$ cat config.mk
export PLATFORM = sky130hd
export DESIGN_NAME = sbox_layer_seq
export DESIGN_NICKNAME = d
export VERILOG_FILES = /design/src/rtl/sbox_layer_seq.sv
export SDC_FILE = /design/constraint.sdc
export NUM_CORES = 1
export LEC_CHECK = 0
export BUFFER_PORTS_ARGS = -buffer_cell sky130_fd_sc_hd__buf_4
export CAP_MARGIN = 5
export CORE_AREA = 2 2 249 251
export CTS_CLUSTER_SIZE = 12
export DETAILED_ROUTE_END_ITERATION = 12
export DIE_AREA = 0 0 251 253
export PLACE_DENSITY = 0.56
export SYNTH_ARGS = -nofsm -noshare
export SYNTH_HDL_FRONTEND = slang
export SYNTH_SLANG_ARGS = --single-unit
$ cat constraint.sdc
create_clock -name clock_i -period 3.7 [get_ports clock_i]
set_input_delay 0.37 -clock clock_i [delete_from_list [all_inputs] [get_ports clock_i]]
set_output_delay 0.37 -clock clock_i [all_outputs]
set_load 0.03 [all_outputs]
$ cat src/rtl/sbox_layer_seq.sv
// Ascon substitution layer (p_S) over the 320-bit state, applied NB_SBOX columns per cycle.
// A start/busy/done handshake lets the permutation FSM stall while the pass runs.
module sbox_layer_seq #(
  parameter int unsigned NB_SBOX = 8
) (
  input  logic         clock_i,
  input  logic         reset_i,
  input  logic         start_i,
  input  logic [319:0] state_i,
  output logic [319:0] state_o,
  output logic         busy_o,
  output logic         done_o
);

  localparam int unsigned Chunks = 64 / NB_SBOX;
  localparam int unsigned CntW   = (Chunks > 1) ? $clog2(Chunks) : 1;
  localparam logic [CntW-1:0] LastCnt = CntW'(Chunks - 1);

  if (NB_SBOX != 1 && NB_SBOX != 2 && NB_SBOX != 4 && NB_SBOX != 8 &&
      NB_SBOX != 16 && NB_SBOX != 32 && NB_SBOX != 64) begin : gen_bad_param
    $error("sbox_layer_seq: NB_SBOX must be a power of two in 1..64");
  end

  typedef enum logic [1:0] {StIdle, StRun, StDone} state_e;

  state_e          fsm_q, fsm_d;
  logic [CntW-1:0] cnt_q, cnt_d;
  logic [319:0]    work_q, work_d;
  logic [63:0]     lane_q [5];
  logic [63:0]     lane_d [5];
  logic [5:0]      col    [NB_SBOX];
  logic [4:0]      sb_in  [NB_SBOX];
  logic [4:0]      sb_out [NB_SBOX];

  function automatic logic [4:0] sbox(input logic [4:0] x);
    logic [4:0] y;
    unique case (x)
      5'h00: y = 5'h04;  5'h01: y = 5'h0b;  5'h02: y = 5'h1f;  5'h03: y = 5'h14;
      5'h04: y = 5'h1a;  5'h05: y = 5'h15;  5'h06: y = 5'h09;  5'h07: y = 5'h02;
      5'h08: y = 5'h1b;  5'h09: y = 5'h05;  5'h0a: y = 5'h08;  5'h0b: y = 5'h12;
      5'h0c: y = 5'h1d;  5'h0d: y = 5'h03;  5'h0e: y = 5'h06;  5'h0f: y = 5'h1c;
      5'h10: y = 5'h1e;  5'h11: y = 5'h13;  5'h12: y = 5'h07;  5'h13: y = 5'h0e;
      5'h14: y = 5'h00;  5'h15: y = 5'h0d;  5'h16: y = 5'h11;  5'h17: y = 5'h18;
      5'h18: y = 5'h10;  5'h19: y = 5'h0c;  5'h1a: y = 5'h01;  5'h1b: y = 5'h19;
      5'h1c: y = 5'h16;  5'h1d: y = 5'h0a;  5'h1e: y = 5'h0f;  default: y = 5'h17;
    endcase
    return y;
  endfunction

  // Lane 0 is x0 (MSB of each column), lane 4 is x4.
  always_comb begin
    for (int i = 0; i < 5; i++) begin
      lane_q[i] = work_q[319-64*i -: 64];
    end
  end

  // Column mux feeding the shared sbox bank, selected by the chunk counter.
  always_comb begin
    for (int k = 0; k < NB_SBOX; k++) begin
      col[k]    = 6'(int'(cnt_q) * NB_SBOX + k);
      sb_in[k]  = {lane_q[0][col[k]], lane_q[1][col[k]], lane_q[2][col[k]],
                   lane_q[3][col[k]], lane_q[4][col[k]]};
      sb_out[k] = sbox(sb_in[k]);
    end
  end

  always_comb begin
    fsm_d  = fsm_q;
    cnt_d  = cnt_q;
    work_d = work_q;
    lane_d = lane_q;
    unique case (fsm_q)
      StIdle: begin
        if (start_i) begin
          work_d = state_i;
          cnt_d  = '0;
          fsm_d  = StRun;
        end
      end
      StRun: begin
        for (int k = 0; k < NB_SBOX; k++) begin
          for (int i = 0; i < 5; i++) begin
            lane_d[i][col[k]] = sb_out[k][4-i];
          end
        end
        work_d = {lane_d[0], lane_d[1], lane_d[2], lane_d[3], lane_d[4]};
        if (cnt_q == LastCnt) begin
          cnt_d = '0;
          fsm_d = StDone;
        end else begin
          cnt_d = cnt_q + CntW'(1);
        end
      end
      StDone: begin
        // Back-to-back start is accepted here without an idle bubble.
        if (start_i) begin
          work_d = state_i;
          cnt_d  = '0;
          fsm_d  = StRun;
        end else begin
          fsm_d = StIdle;
        end
      end
      default: fsm_d = StIdle;
    endcase
  end

  always_ff @(posedge clock_i) begin
    if (reset_i) begin
      fsm_q  <= StIdle;
      cnt_q  <= '0;
      work_q <= '0;
    end else begin
      fsm_q  <= fsm_d;
      cnt_q  <= cnt_d;
      work_q <= work_d;
    end
  end

  assign state_o = work_q;
  assign busy_o  = (fsm_q == StRun);
  assign done_o  = (fsm_q == StDone);

endmodule
# After elaboration in Yosys (flattened, before gate mapping)
# Memories as Yosys holds them, arrays and structs flattened.
# Cells that the tools add are included.
totals:
  register_bits: 325
  romBits: 1280
  input_bits: 323
  mem_count: 8
classes:
  addsub: 8
  n_lt_le_gt_ge: 16
  eq_ne: 6
  mux: 145
  reduce_logical: 13
memory_table:
  columns: ["memory", "depth", "width", "rd", "rd_clocked_by_memory_dff", "write_ports", "line", "rtl"]
  rows:
  - ["(name not given)", 32, 5, 1, 0, 0, "37", "unique case (x)"]
  - ["(name not given)", 32, 5, 1, 0, 0, "37", null]
  - ["(name not given)", 32, 5, 1, 0, 0, "37", null]
  - ["(name not given)", 32, 5, 1, 0, 0, "37", null]
  - ["(name not given)", 32, 5, 1, 0, 0, "37", null]
  - ["(name not given)", 32, 5, 1, 0, 0, "37", null]
  - ["+2 memories", null, null, null, null, null, null, null]
op_table:
  columns: ["cell", "n"]
  rows:
  - ["$bwmux W64", 40]
  - ["$pmux W320 S2", 1]
  - ["$mux W320", 1]
  - ["$bmux W1 S6", 35]
  - ["$lt A6 B7 Y1 const B", 8]
  - ["$mux W1", 49]
  - ["$ge A6 B1 Y1 const B", 8]
  - ["$demux W1 S6", 7]
  - ["$add A6 B3 Y6 const B", 4]
  - ["$bmux W1 S3", 5]
  - ["$add A6 B2 Y6 const B", 2]
  - ["$logic_and A1 B1 Y1", 8]
  - ["$add A6 B1 Y6 const B", 1]
  - ["$mux W3", 2]
  - ["$pmux W2 S3", 1]
  - ["$pmux W3 S2", 1]
  - ["$mux W2", 2]
  - ["$ne A2 B1 Y1 const B", 2]
  - ["$reduce_and A2 Y1", 2]
  - ["$add A3 B1 Y3 const B", 1]
  - ["$demux W1 S3", 1]
  - ["$eq A3 B3 Y1 const B", 1]
  - ["$eq A2 B1 Y1 const B", 1]
  - ["$eq A2 B2 Y1 const B", 1]
  - ["other kinds (4)", 4]

# Depth between registers and ports, before layout
# Gate-level depths: netlist of the first run.
depth:
  word_depth: 13
  mapped_depth: 14
  depth_no_buf: 10

# Least setup slack after synthesis of the first run
# No wires, ideal clock.
synth_timing:
  path_kind: "register to register"
  from: "register cnt_q[0]"
  to: "register work_q[248] (netlist: state_o[248])"
  arrival_ps: 2924
  required_ps: 3637
  path_slack_ps: 714
  stages_incl_launch_ff: 14
  period_less_slack_ps: 2986
  cell_sequence: "dfxtp_1 > buf_6 > buf_12 > buf_12 > buf_12 > mux2i_1 > o211ai_1 > a222oi_1 > ha_1 > a211oi_1 > a31oi_1 > buf_2 > or4b_1 > nand3_1"
synth_via:
  elab_chain_len: 13
  word_cells_on_any_way: 144
  cone_classes: "add/sub (7); order compare (16); mux (105); reduce/logical (8); memory (8)"
synth_rtl:
  columns: ["item", "line", "rtl"]
  rows:
  - ["from (decl)", "27", "logic [CntW-1:0] cnt_q, cnt_d;"]
  - ["from (signal assigned)", "115", "cnt_q <= cnt_d;"]
  - ["branches (longest 11 deep; another with $add A6 B1 Y6)", null, null]
  - ["$bwmux W64 *", "83", "lane_d[i][col[k]] = sb_out[k][4-i];"]
  - ["$pmux W320 S2 *", "72", "unique case (fsm_q)"]
  - ["to (signal assigned)", "116", "work_q <= work_d;"]
  - ["to (decl)", "28", "logic [319:0] work_q, work_d;"]
# Mark *: on every way between the ends. The select of a mux whose other input is x is not followed.
# A chain may end at the register's enable or synchronous reset.

# Worst setup path in the final report of the first run
layout_timing:
  from: "register cnt_q[0]"
  to: "register work_q[100] (netlist: state_o[100])"
layout_via:
  elab_chain_len: 13
  word_cells_on_any_way: 139
  cone_classes: "add/sub (7); order compare (14); mux (103); reduce/logical (7); memory (8)"
layout_rtl:
  columns: ["item", "line"]
  rows:
  - ["branches (longest 11 deep; another with $add A6 B1 Y6)", null]
  - ["$bwmux W64 *", "83"]
  - ["$pmux W320 S2 *", "72"]
# Marks and branches as above.

==> results of run 1 <==
==> cell usage in the layout (no fill, tap or decap), types with 16 or more instances in the layout <==
cell type / instances
buf_4: 759
nor2_1: 454
dfxtp_1: 322
a21oi_1: 280
a211oi_1: 162
nor3_1: 128
a221oi_1: 98
o21ai_0: 58
mux2i_1: 55
mux4_2: 47
clkbuf_16: 44
xnor2_1: 40
nand2b_1: 39
nand3_1: 38
nand2_1: 34
xor2_1: 26
inv_1: 25
ha_1: 18
mux2_2: 17
nor3b_1: 17
mux4_1: 16
==> power breakdown <==
group	internal, W	switching, W	leakage [nW]
clock	0.00233	0.00172	0.647
sequential	0.00383	0.000462	2.69
combinational	0.00180	0.00326	7.79
total	0.00796	0.00544	11.1
==> registers in the layout (all words and copies together) (netlist names) <==
signal   flops
state_o    320
cnt_q        3
fsm_q        2
==> cells in the mapped netlist, types with 18 or more instances <==
| cell | n |
|---|---|
| mux4_2 | 47 |
| xor2_1 | 26 |
| buf_2 | 26 |
| nand2b_1 | 39 |
| ha_1 | 18 |
| dfxtp_1 | 325 |
| xnor2_1 | 41 |
| nor3_1 | 128 |
| nand3_1 | 38 |
| a221oi_1 | 98 |
| nand2_1 | 35 |
| inv_1 | 25 |
| o21ai_0 | 58 |
| a211oi_1 | 162 |
| a21oi_1 | 285 |
| mux2i_1 | 55 |
| nor2_1 | 462 |
| clkbuf_1 | 165 |
==> per-layer routing <==
layer | routed length, µm | GRT usage, % | vias to the layer above
met5 | 68 | 0 | -
met4 | 5543 | 15.19 | 10
met3 | 12690 | 8.440 | 361
met2 | 52930 | 55.95 | 1697
met1 | 44230 | 44.33 | 11000
li1 | - | - | 9696
==> cell type report <==
cell class / count / area share (%)
sequential: 325 / 24.48
antenna: 6 / 0.05640
multi-input combinational: 1720 / 43.85
timing repair buffer: 777 / 22.54
clock inverter: 9 / 0.1974
tap: 790 / 3.713
inverter: 29 / 0.4371
clock buffer: 64 / 4.719
==> worst max-delay path by stage <==
| stage | to | cells past startpoint |
|---|---|---|
| CTS | state_o[109] | 14 |
| global route | state_o[220] | 9 |
| global placement | state_o[109] | 14 |
| detailed placement | state_o[109] | 14 |
| floorplan | state_o[248] | 13 |
| finish | state_o[100] | 9 |
==> through the flow <==
stage          hold slack [ns]  total power, W  instances  instance area, µm²
6_report               0.01677         0.01340       3720               26620
2_1_floorplan           0.4925        0.006924       2284               18970
3_5_place_dp            0.4991        0.009282       3631               25170
5_1_grt                0.01280         0.01380       3717               26610
4_1_cts               0.001190         0.01330       3711               26560
3_3_place_gp            0.4961        0.009233       3631               25170
==> kinds of logic (layout without fill, tap and decap cells) <==
| group | count (synthesis) | after routing |
|---|---|---|
| compound gates | 691 | 691 |
| xor+xnor | 73 | 73 |
| fa+ha+maj | 26 | 26 |
| buf+inv | 239 | 879 |
| flops | 325 | 325 |
| mux | 140 | 140 |
| other cells | 0 | 6 |
| simple gates | 790 | 790 |
==> worst reg2reg max path, delay by kind of cell, from the launching register on <==
family / cells / cell delay [ns]
XOR/XNOR: 1 / 0.80
AND/OR/NAND/NOR: 2 / 0.41
adder cells (fa/ha/maj): 1 / 0.37
buffers and inverters: 1 / 0.29
flip-flops: 1 / 0.48
AO/OA/AOI/OAI: 3 / 0.63
multiplexers: 1 / 0.51
==> what timing repair did <==
item,CTS,global route
endpoints found under the hold margin,6,0
gates cloned,0,0
resized for setup,0,3
hold buffers,6,0
setup endpoints to repair,9,24
setup buffers,1,3
==> results.txt, run 1 <==
Routed wire length per instance - 31.04 µm
WP data required - 4.20 ns
Crit share post-route - 96.30%
Synth Area in Simple Gates - 18.83%
Utilization after layout - 43.62%
Post-Route Setup TNS - 0 ns
Dominant synthesized flop cell - dfxtp_1
RSZ-0062 raised after global routing - false
CTS tree - done
Worst Hold Depth - 3
# DRC - 0
Worst Hold Class - in2reg
Mux contribution to synthesized area - 12.12%
Dominant cell type by area after synthesis - dfxtp_1
Synth Register Bits - 325
Root Buffer - clkbuf_16
Critical Path Start - cnt_q[0]
Grt ovf - 0
Syn_area_per_cell - 8.305 µm²
Setup CP Type - reg2reg
Max Freq - 280.6 MHz
Min-delay src - state_i[174]
Status - finished, final reports clean
EDFF count, synth - 0
1st-iter DRT viols - 2537
CTS clk-pin slew, worst paths - 0.06 ns
Syn. warnings - 0
Power Dens Cells - 503.3 nW/µm²
Unique cell type count in the Yosys netlist - 71
Max-cap violations - 0
Min Tclk post-route - 3.563 ns
Worst slack at placement - -0.02511 ns
R2R Setup Slk - 0.14 ns
Post-DP HPWL - 83160 µm
Via count - 22.77k
Critical R2R Launch - cnt_q[0]
Ys async rst share - 0%
LEAKAGE - 11.13 nW
Sink Count - 325
Startpoint class of the critical path - flip-flop
Final Hold Fails - 0
Worst slew pin tran - 1.296 ns
Max incr delay on CP - 0.80 ns
Starting Density - 31.08%
Arr. time, crit path - 4.06 ns
First-pass GRT wire length - 160400 µm
Crit path max-delay cell type - xnor2_1
Gr usage total - 34.79%
Worst setup slack after layout - 0.1368 ns
Worst reg2reg path endpoint - state_o[100]
Max-Slew Margin vs Limit - 13.57%
Fin nets - 3235
Main area contributors after synthesis - dfxtp_1 34%, nor2_1 9.1%, a21oi_1 7.5%
Synth Area in Compound Gates - 23.96%
Largest net degree at the start of global routing - 148
Max VDD drop - 0.2581 mV
Cells after Synth - 2284
# H-tree levels - 2
R2R cell count - 9
Multi-input logic area - 11670 µm²
CP delay by family, top - XOR/XNOR gates
Clock Skews - 0.01982 ns
Critical path fanouts, max - 25
Seq/Total Area, Yosys - 34.30%
Final GP Congestion - 0.9232
FF/Latch Area - 6518 µm²
Cell area after synthesis - 18970 µm²
Die height - 253 µm
Initial antenna violation count - 11
PortBufs - 644
Core area - 61030 µm²
Die X - 251 µm
Rows - 91
Syn nets - 2625
Final Max Slew Viols - 0
Post-synth top area share - 34.30%
Synth Area in Adders - 1.616%
Setup violators final - 0
Area grow syn2layout - 40.34%
Largest family of logic cells by synthesized area - compound AO/OA/AOI/OAI gates
Longest Clk Path Bufs - 3
Post-Route WL - 115500 µm
Vias in the first global route - 22.10k
Die Area - 63500 µm²
Vias/cell - 6.120
CP bufs+invs - 1
Fill cells - 6040
CTS Buf Count - 41
Crit-path cells - buf_12 > mux2i_1 > o22ai_1 > a21oi_1 > ha_1 > nor2b_1 > xnor2_1 > a221oi_1 > nor3_1
CP Capture Type - flip-flop
DR pass1 iterations - 6
Hold Path Sink - state_o[174]
Xor-xnor portion of the synthesized cell area - 3.608%
Worst-skew pair later-pin latency - 0.59 ns
I/O pin count - 645
Share of cells above drive strength 1 - 32.69%
Post-route ant nets - 0
Power figures use the tool's default switching activity.
==> run 2: changes to the inputs <==
--- a/config.mk
+++ b/config.mk
@@ -8,7 +8,7 @@
 export BUFFER_PORTS_ARGS = -buffer_cell sky130_fd_sc_hd__buf_4
 export CAP_MARGIN = 5
 export CORE_AREA = 2 2 249 251
-export CTS_CLUSTER_SIZE = 12
+export CTS_CLUSTER_SIZE = 30
 export DETAILED_ROUTE_END_ITERATION = 12
 export DIE_AREA = 0 0 251 253
 export PLACE_DENSITY = 0.56
==> constraint.sdc (replaced) <==
create_clock -name clock_i -period 3.7 [get_ports clock_i]
set_input_delay 0.185 -clock clock_i [delete_from_list [all_inputs] [get_ports clock_i]]
set_output_delay 0.185 -clock clock_i [all_outputs]
set_load 0.03 [all_outputs]
==> results.txt, run 2 (synthesized netlist as in run 1, its figures left out) <==
Status - finished, final reports clean
Routed wire length per instance - 29.65 µm
Worst Hold Class - in2reg
CTS clk-pin slew, worst paths - 0.06 ns
Largest net degree at the start of global routing - 114
Die X - 251 µm
Post-Route Setup TNS - 0 ns
Clock Skews - 0.03039 ns
Post-Route WL - 117600 µm
First-pass GRT wire length - 164100 µm
CP Capture Type - flip-flop
Net switching power - 0.005524 W
Core area - 61030 µm²
Power Dens Cells - 483.9 nW/µm²
Starting Density - 31.08%
Placed cell count - 3641
Via count - 23.61k
DR pass1 iterations - 6
Max incr delay on CP - 0.73 ns
Max reg flops - 320
PortBufs - 644
Combinational power share - 37.7%
Vias/cell - 5.954
Max Freq - 278.7 MHz
Worst-skew pair later-pin latency - 0.58 ns
Startpoint class of the critical path - flip-flop
Sink Count - 325
Crit-path cells - buf_4 > and2_1 > a221oi_1 > o22ai_1 > ha_1 > a211oi_1 > a31oi_1 > buf_4 > or4b_1 > nand3_1
Fin nets - 3476
Share of cells above drive strength 1 - 30.74%
Setup violators final - 0
WP data required - 4.21 ns
P_int - 0.008616 W
Min Tclk post-route - 3.588 ns
LEAKAGE - 12.23 nW
Root Buffer - clkbuf_16
WP depth - 10
Longest Clk Path Bufs - 3
Most common cell after layout, fill and taps aside - buf_4
Final GP Congestion - 0.9363
Worst slew pin tran - 1.361 ns
Final Hold Fails - 0
I/O pin count - 645
Die height - 253 µm
Commonest non-fill, non-tap cells in the layout - 766 x buf_4, 454 x nor2_1, 322 x dfxtp_1
# H-tree levels - 2
Worst hold slack - 0.01224 ns
Max VDD drop - 0.2923 mV
Final std cells w/o fill - 3965
Area grow syn2layout - 54.06%
Crit path max-delay cell type - a221oi_1
CTS Buf Count - 42
Initial antenna violation count - 9
Most numerous cell on the critical path - buf_4
R2R cell count - 10
Worst slack at placement - 0.07758 ns
CP delay by family, top - compound AO/OA/AOI/OAI gates
Vias in the first global route - 22.76k
RSZ-0062 raised after global routing - false
Die Area - 63500 µm²
Worst Hold Depth - 3
Post-route ant nets - 0
Gr usage total - 35.41%
Switching share of power - 39.07%
# DRC - 0
Arr. time, crit path - 4.10 ns
Setup CP Type - reg2reg
Critical path fanouts, max - 18
Crit share post-route - 96.97%
Max-cap violations - 0
Grt ovf - 0
R2R Setup Slk - 0.11 ns
Post-DP HPWL - 84290 µm
CP bufs+invs - 2
Rows - 91
1st-iter DRT viols - 2698
Sequential power share - 30.4%
Final Max Slew Viols - 0
CTS tree - done
Clock network power share - 31.9%
Worst setup slack after layout - 0.1122 ns
Max-Slew Margin vs Limit - 9.242%
==> run 2: cell type report <==
cell class                 count  area (µm²)
clock buffer                  62        1260
tap                          790       988.4
sequential                   325        6518
multi-input combinational   1720       11700
inverter                      29       116.4
timing repair buffer        1017        8388
antenna                        7       17.52
fill                        5888       31810
clock inverter                15       232.7
==> run 2: stage by stage <==
stage          instance area, µm²  total power, W  util (%)
2_1_floorplan               18970        0.006924         -
3_3_place_gp                25260        0.009253     41.38
3_5_place_dp                25260        0.009301     41.38
4_1_cts                     29130         0.01398     47.73
5_1_grt                     29210         0.01455     47.87
6_report                    29220         0.01414     47.88
==> run 2: final timing paths <==
kind	startpoint	end
worst min register to register	state_o[258]	state_o[258]
worst min-delay path	state_i[132]	state_o[132]
worst max-delay path	cnt_q[0]	state_o[216]
worst max register to register	cnt_q[0]	state_o[216]
==> run 2: what timing repair did <==
action / CTS / global route
buffers inserted: 0 / 1
setup endpoints to repair: 0 / 58
hold buffers: 238 / 0
gates resized for setup: 0 / 7
endpoints found under the hold margin: 238 / 0
==> run 2: power groups by stage <==
| stage | sequential [W] | clock, W | combinational, W |
|---|---|---|---|
| after global routing | 0.00431 | 0.00467 | 0.00557 |
| after CTS | 0.00428 | 0.00453 | 0.00518 |
| after detailed placement | 0.00435 | 0 | 0.00495 |
| after global placement | 0.00435 | 0 | 0.00491 |
| final | 0.00430 | 0.00451 | 0.00533 |
| after floorplan | 0.00478 | 0 | 0.00214 |
==> run 2: per-layer routing <==
layer	up-vias	GRT usage (%)	share of wire [%]
li1	10180	-	-
met1	11460	45.46	39
met2	1638	56.53	46
met3	325	7.946	11
met4	6	16.55	5.1
met5	-	0	0.034
==> run 2: tightest hold or removal path, stage by stage <==
cell	delay, ns
buf_4	0.09
a221oi_1	0.07
nor3_1	0.17
